===== config.mk =====
export PLATFORM = sky130hd
export DESIGN_NAME = fpadd_arb
export DESIGN_NICKNAME = d
export VERILOG_FILES = /design/src/rtl/fpadd_pkg.sv /design/src/rtl/fpadd_lzc.sv /design/src/rtl/fpadd_arb.sv
export SDC_FILE = /design/constraint.sdc
export NUM_CORES = 1
export LEC_CHECK = 0
export BUFFER_PORTS_ARGS = -buffer_cell sky130_fd_sc_hd__buf_2
export CAP_MARGIN = 0
export CORE_ASPECT_RATIO = 0.7
export CORE_UTILIZATION = 30
export CTS_CLUSTER_DIAMETER = 80
export DETAILED_ROUTE_END_ITERATION = 10
export PLACE_DENSITY = 0.48
export SLEW_MARGIN = 20
export SYNTH_ARGS = -nofsm -noshare
export SYNTH_HDL_FRONTEND = slang
export SYNTH_SLANG_ARGS = --single-unit

===== constraint.sdc =====
create_clock -name clk -period 20.7 [get_ports clk]
set_input_delay 0 -clock clk [delete_from_list [all_inputs] [get_ports clk]]
set_output_delay 0 -clock clk [all_outputs]
set_load 0.05 [all_outputs]

===== src/rtl/fpadd_pkg.sv =====
// Shared types and constants for the two-requester FP32 adder.
package fpadd_pkg;
  localparam int EXP_W = 8;
  localparam int MAN_W = 23;
  localparam int EXT_W = 27;
  localparam logic [31:0] QNAN = 32'h7FC00000;

  typedef enum logic [2:0] {IDLE, CMP, ALIGN, ADD, NORM, DONE} state_t;

  typedef struct packed {
    logic             s;
    logic [EXP_W-1:0] e;
    logic [MAN_W-1:0] m;
  } fp_t;
endpackage


===== src/rtl/fpadd_lzc.sv =====
// Combinational 28-bit leading-zero counter; an all-zero input returns 28.
module fpadd_lzc (
  input  logic [27:0] din,
  output logic [4:0]  cnt
);
  always_comb begin
    cnt = 5'd28;
    // scanning upward leaves the count of the highest set bit
    for (int i = 0; i < 28; i++)
      if (din[i]) cnt = 5'(27 - i);
  end
endmodule


===== src/rtl/fpadd_arb.sv =====
// Two-requester arbitrated multi-cycle FP32 adder (flush-to-zero).
// Define FPADD_RNE_EN for round-to-nearest-even; default build truncates.
module fpadd_arb import fpadd_pkg::*; #(
  parameter int FIX_PRIO = 0
) (
  input  logic        clk,
  input  logic        rst_n,
  input  logic [1:0]  req_valid,
  output logic [1:0]  req_ready,
  input  logic [31:0] req0_a,
  input  logic [31:0] req0_b,
  input  logic [31:0] req1_a,
  input  logic [31:0] req1_b,
  output logic        resp_valid,
  input  logic        resp_ready,
  output logic [31:0] resp_data,
  output logic        resp_id,
  output logic        busy
);
  state_t state, nxt;
  logic   last, gnt, hs, id_q;
  fp_t    opa, opb;

  logic             sl, ss, spec;
  logic [EXP_W-1:0] el, d;
  logic [MAN_W:0]   ml, ms;
  logic [31:0]      spec_val;
  logic [EXT_W-1:0] xl, xs;
  logic [EXT_W:0]   sum;

  // ---------------- FSM ----------------
  always_ff @(posedge clk)
    if (!rst_n) state <= IDLE;
    else        state <= nxt;

  always_comb begin
    nxt = state;
    case (state)
      IDLE:    if (hs) nxt = CMP;
      CMP:     nxt = ALIGN;
      ALIGN:   nxt = ADD;
      ADD:     nxt = NORM;
      NORM:    nxt = DONE;
      DONE:    if (resp_ready) nxt = IDLE;
      default: nxt = IDLE;
    endcase
  end

  always_comb begin
    gnt       = (&req_valid) ? ((FIX_PRIO != 0) ? 1'b0 : ~last) : req_valid[1];
    req_ready = (state == IDLE && rst_n && |req_valid) ? (gnt ? 2'b10 : 2'b01) : 2'b00;
    hs        = |(req_valid & req_ready);
    resp_valid = (state == DONE);
    busy       = (state != IDLE);
  end

  // ---------------- CMP ----------------
  logic [EXP_W-1:0] ea, eb, es;
  logic [MAN_W-1:0] fa, fb;
  logic a_nan, b_nan, a_inf, b_inf, a_big;
  fp_t  c_sp;
  always_comb begin
    ea    = opa.e;
    eb    = opb.e;
    fa    = (ea == '0) ? '0 : opa.m;
    fb    = (eb == '0) ? '0 : opb.m;
    a_nan = (&ea) && (opa.m != '0);
    b_nan = (&eb) && (opb.m != '0);
    a_inf = (&ea) && (opa.m == '0);
    b_inf = (&eb) && (opb.m == '0);
    a_big = {ea, fa} >= {eb, fb};
    es    = a_big ? eb : ea;
    c_sp  = a_inf ? opa : opb;
  end

  // ---------------- ALIGN ----------------
  logic [EXT_W-1:0] sx, xs_n;
  always_comb begin
    sx = {ms, 3'b000};
    if (d >= 8'd27) xs_n = {{(EXT_W-1){1'b0}}, |sx};
    else            xs_n = (sx >> d) | {{(EXT_W-1){1'b0}}, |(sx & ~({EXT_W{1'b1}} << d))};
  end

  // ---------------- NORM / round ----------------
  logic [4:0]        lz;
  logic [EXT_W-1:0]  nm;
  logic signed [9:0] ne;
  logic              rnd;
  logic [24:0]       mr;
  logic [MAN_W-1:0]  frac;
  logic [31:0]       res;

  fpadd_lzc u_lzc (.din(sum), .cnt(lz));

  always_comb begin
    if (sum[EXT_W]) begin
      nm = sum[EXT_W:1] | {{(EXT_W-1){1'b0}}, sum[0]};
      ne = $signed({2'b00, el}) + 10'sd1;
    end else begin
      // bit 27 is the carry slot, so the hidden bit belongs at 26
      nm = EXT_W'(sum << (lz - 5'd1));
      ne = $signed({2'b00, el}) - $signed({5'b00000, lz}) + 10'sd1;
    end
`ifdef FPADD_RNE_EN
    rnd = nm[2] & (nm[1] | nm[0] | nm[3]);
`else
    rnd = 1'b0 & (|nm[2:0]);
`endif
    mr   = {1'b0, nm[26:3]} + {24'd0, rnd};
    frac = mr[22:0];
    if (mr[24]) begin
      ne   = ne + 10'sd1;
      frac = mr[23:1];
    end
    if (spec)                res = spec_val;
    else if (sum == '0)      res = 32'h0;
    else if (ne >= 10'sd255) res = {sl, 8'hFF, 23'd0};
    else if (ne < 10'sd1)    res = {sl, 31'd0};
    else                     res = {sl, ne[7:0], frac};
  end

  // ---------------- datapath registers ----------------
  always_ff @(posedge clk) begin
    if (!rst_n) begin
      last      <= 1'b1;
      resp_data <= '0;
      resp_id   <= 1'b0;
    end else begin
      if (hs) begin
        last <= gnt;
        id_q <= gnt;
        opa  <= gnt ? req1_a : req0_a;
        opb  <= gnt ? req1_b : req0_b;
      end
      case (state)
        CMP: begin
          sl       <= a_big ? opa.s : opb.s;
          ss       <= a_big ? opb.s : opa.s;
          el       <= a_big ? ea : eb;
          ml       <= a_big ? {|ea, fa} : {|eb, fb};
          ms       <= a_big ? {|eb, fb} : {|ea, fa};
          d        <= (a_big ? ea : eb) - es;
          spec     <= a_nan | b_nan | a_inf | b_inf;
          spec_val <= (a_nan || b_nan || (a_inf && b_inf && opa.s != opb.s)) ? QNAN : c_sp;
        end
        ALIGN: begin
          xl <= {ml, 3'b000};
          xs <= xs_n;
        end
        ADD: sum <= (sl == ss) ? {1'b0, xl} + {1'b0, xs} : {1'b0, xl} - {1'b0, xs};
        NORM: begin
          resp_data <= res;
          resp_id   <= id_q;
        end
        default: ;
      endcase
    end
  end
endmodule


==> flow_summary.yaml <==
run_status:
  outcome: "complete, no violations"
worst_setup_path:
  crit_fanout: 19
  crit_arrival_ps: 6620
  path_class: "register to register"
  startpoint_type: "register"
  end_kind: "register"
  required_ps: 21190
yosys:
  yosys.area.top_type_share: 0.389
  netlist_area_sq_mm: 0.0188
  synth_top_flop_cell: "edfxtp_1"
  netlist_top_cells_area: "edfxtp_1 39%, ha_1 6.0%, mux2_2 4.7%"
  synthArstFlopShare: 0
  synth_edf_count: 243
  synth_cell_types: 93
  yosys_register_bits: 280
  yosys-top-cells-count: "243 x edfxtp_1, 204 x nand2_1, 173 x o21ai_0"
  syn_inst: 1948
  yosysSeqAreaShare: 0.429
  synth_top_area_cell: "edfxtp_1"
  syn_avg_cell_area_sq_um: 9.63
  ys_warn_count: 0
  syn_nets: 2173
  yosysMostFrequentCell: "edfxtp_1"
floorplanning:
  dieWidth_um: 301
  start_util: 0.304
  io_pins: 170
  die_y_um: 211
  core_sq_mm: 0.0616
  rows: 76
  die-area_sq_mm: 0.0635
drt:
  dr.pass1.iters: 6
  met1_length_mm: 32.9
  avgViaCountPerCell: 5.44
  drtIter0Drc: 1641
  drc: 0
  num_vias: 16500
  top_layer_used: "met4"
  wl_met3_mm: 5.05
  drt_wl_total_mm: 65.3
  wl_met2_mm: 26.3
  drt.antenna.violating_nets: 0
  wl_per_cell_um: 21.5
place:
  postPlaceCellArea_sq_mm: 0.0204
  pre_cts_slack_ps: 14690
  gp_congestion: 0.950
  dpl.hpwl_mm: 49.7
  io_buffer_count: 169
sta:
  maxSlewViolCount: 0
  finalSetupViolCount: 0
  rsz0062_at_grt: "no"
  fin_ws_ps: 14570
  timing.final.hold_violations: 0
  min_period_ps: 6130
  finalSetupTns_ps: 0
  skew_ps: 31.9
  period_share: 0.296
  worst_slew_pin_slew_ps: 1120
  max_freq_mhz: 163
  maxSlewHeadroom: 0.247
clock_network:
  cts_buffers: 30
  clockBufferDepth: 3
  clk_pin_slew_worst_paths_ps: 70
  root_buffer: "clkbuf_16"
  cts_sinks: 280
  cts_tree: "built"
  ctsHtreeMaxLevel: 1
  clk_latency_ps: 600
  post_cts_buffers: 0
power_and_ir_drop:
  ir_worst_vdd_v: 0.0000635
  powerDensity_mw_per_mm2: 71.3
  p_leak_nw: 8.63
  fin_total_pwr_mw: 1.62
finish:
  layout-drive-gt1-share: 0.166
  area_delta_synth_final_pct: 21.4
  utilization: 0.369
  postLayoutCellArea_sq_mm: 0.0228
  layout.nets: 2417
  n_antenna_cell: 0
worst_hold_path:
  hold_path_class: "input port to register"
global_routing:
  grt_overflow: 0
  grt_max_degree: 83
  grt_pass1_wl_mm: 98.1
  grt_pass1_vias: 15700
  antenna_found_initial: 4
  track_usage: 0.201
run:
  max-cap-violations: 0
cells in the final DEF (no fill, tap or decap), drive strengths merged, types with 11 or more instances in the layout:
cell / count
dlygate4sd3: 133
and3: 14
o211ai: 23
a21o: 15
clkbuf: 37
a211oi: 23
ha: 90
nand4: 18
o21ai: 176
mux2: 79
nor2: 163
mux2i: 65
a31oi: 18
xor2: 15
xnor2: 35
a21oi: 108
inv: 89
nor4: 40
nor3: 44
o31ai: 13
o22ai: 18
buf: 194
dfxtp: 37
a221oi: 23
nor2b: 14
nand2: 204
nand3: 30
nand2b: 12
mux4: 11
and2: 60
edfxtp: 243
repair_timing:
action	CTS	global route
hold buffers	133	0
hold endpoints to repair	90	0
setup endpoints to repair	0	0
resized for setup	0	0
metrics by stage:
| stage | cells | hold slack [ps] |
|---|---|---|
| 3_5_place_dp | 2846 | 304 |
| 5_1_grt | 3035 | 219 |
| 2_1_floorplan | 1948 | 138 |
| 3_3_place_gp | 2846 | 304 |
| 6_report | 3035 | 233 |
| 4_1_cts | 3035 | 196 |
routing by layer:
layer,up-vias,track usage
li1,7801,-
met1,7987,0.314
met2,637,0.288
met3,77,0.0369
met4,0,0.0289
met5,-,0
state kept, by name, indices dropped and copies added (netlist names), 8 cells and up:
name and count:
opa 24, xl 24, ea 8, eb 8, sum 28, ml 24
el 8, ms 24, spec_val 32, resp_data 32, d 8, opb 24
xs 27
where the power goes:
group / switching, mW / internal, mW
clock: 0.239 / 0.316
combinational: 0.225 / 0.142
sequential: 0.0355 / 0.665
total: 0.499 / 1.12
final cells by class:
type | count | area (sq um)
fillers | 6118 | 38900
multi-input cells | 1467 | 9980
flip-flops and latches | 280 | 8040
repair buffers | 327 | 2370
well taps | 819 | 1020
clock buffers | 37 | 797
inverters | 86 | 328
clock inverters | 19 | 230
final timing paths:
path | from | end | slack [ps] | cells past startpoint
setup reg to reg | sum[17]$_DFFE_PP_ | resp_data[16]$_SDFFE_PN0N_ | 14570 | 18
setup / recovery | sum[17]$_DFFE_PP_ | resp_data[16]$_SDFFE_PN0N_ | 14570 | 18
hold / removal | req1_a[5] | opa[5]$_DFFE_PP_ | 230 | 3
hold reg to reg | ml[2]$_DFFE_PP_ | xl[5]$_DFFE_PP_ | 410 | 0
critical path: stages (launching register included):
cell       delay, ps
edfxtp_1         540
nor4_1           270
o21ai_0          130
a221o_1          330
a31o_1           220
buf_4            220
inv_6            220
ha_1             180
inv_1             50
fa_1             410
a211oi_1         340
nor2_1           170
a2111oi_2        630
nor4b_1          320
mux2_2           410
nor2_1            90
o2111a_1         740
nand3_1          410
o32ai_1          350
logic make-up (layout without fill, tap and decap cells):
group / count (synthesis) / count (layout) / synth area share
flip-flops: 280 / 280 / 0.429
adder cells (fa/ha/maj): 93 / 93 / 0.0627
multiplexers: 155 / 155 / 0.0955
buffers and inverters: 201 / 469 / 0.0419
AND/OR/NAND/NOR: 636 / 636 / 0.161
AO/OA/AOI/OAI: 533 / 533 / 0.186
XOR/XNOR: 50 / 50 / 0.0248
Note: power is estimated with default switching activity, not from simulation.
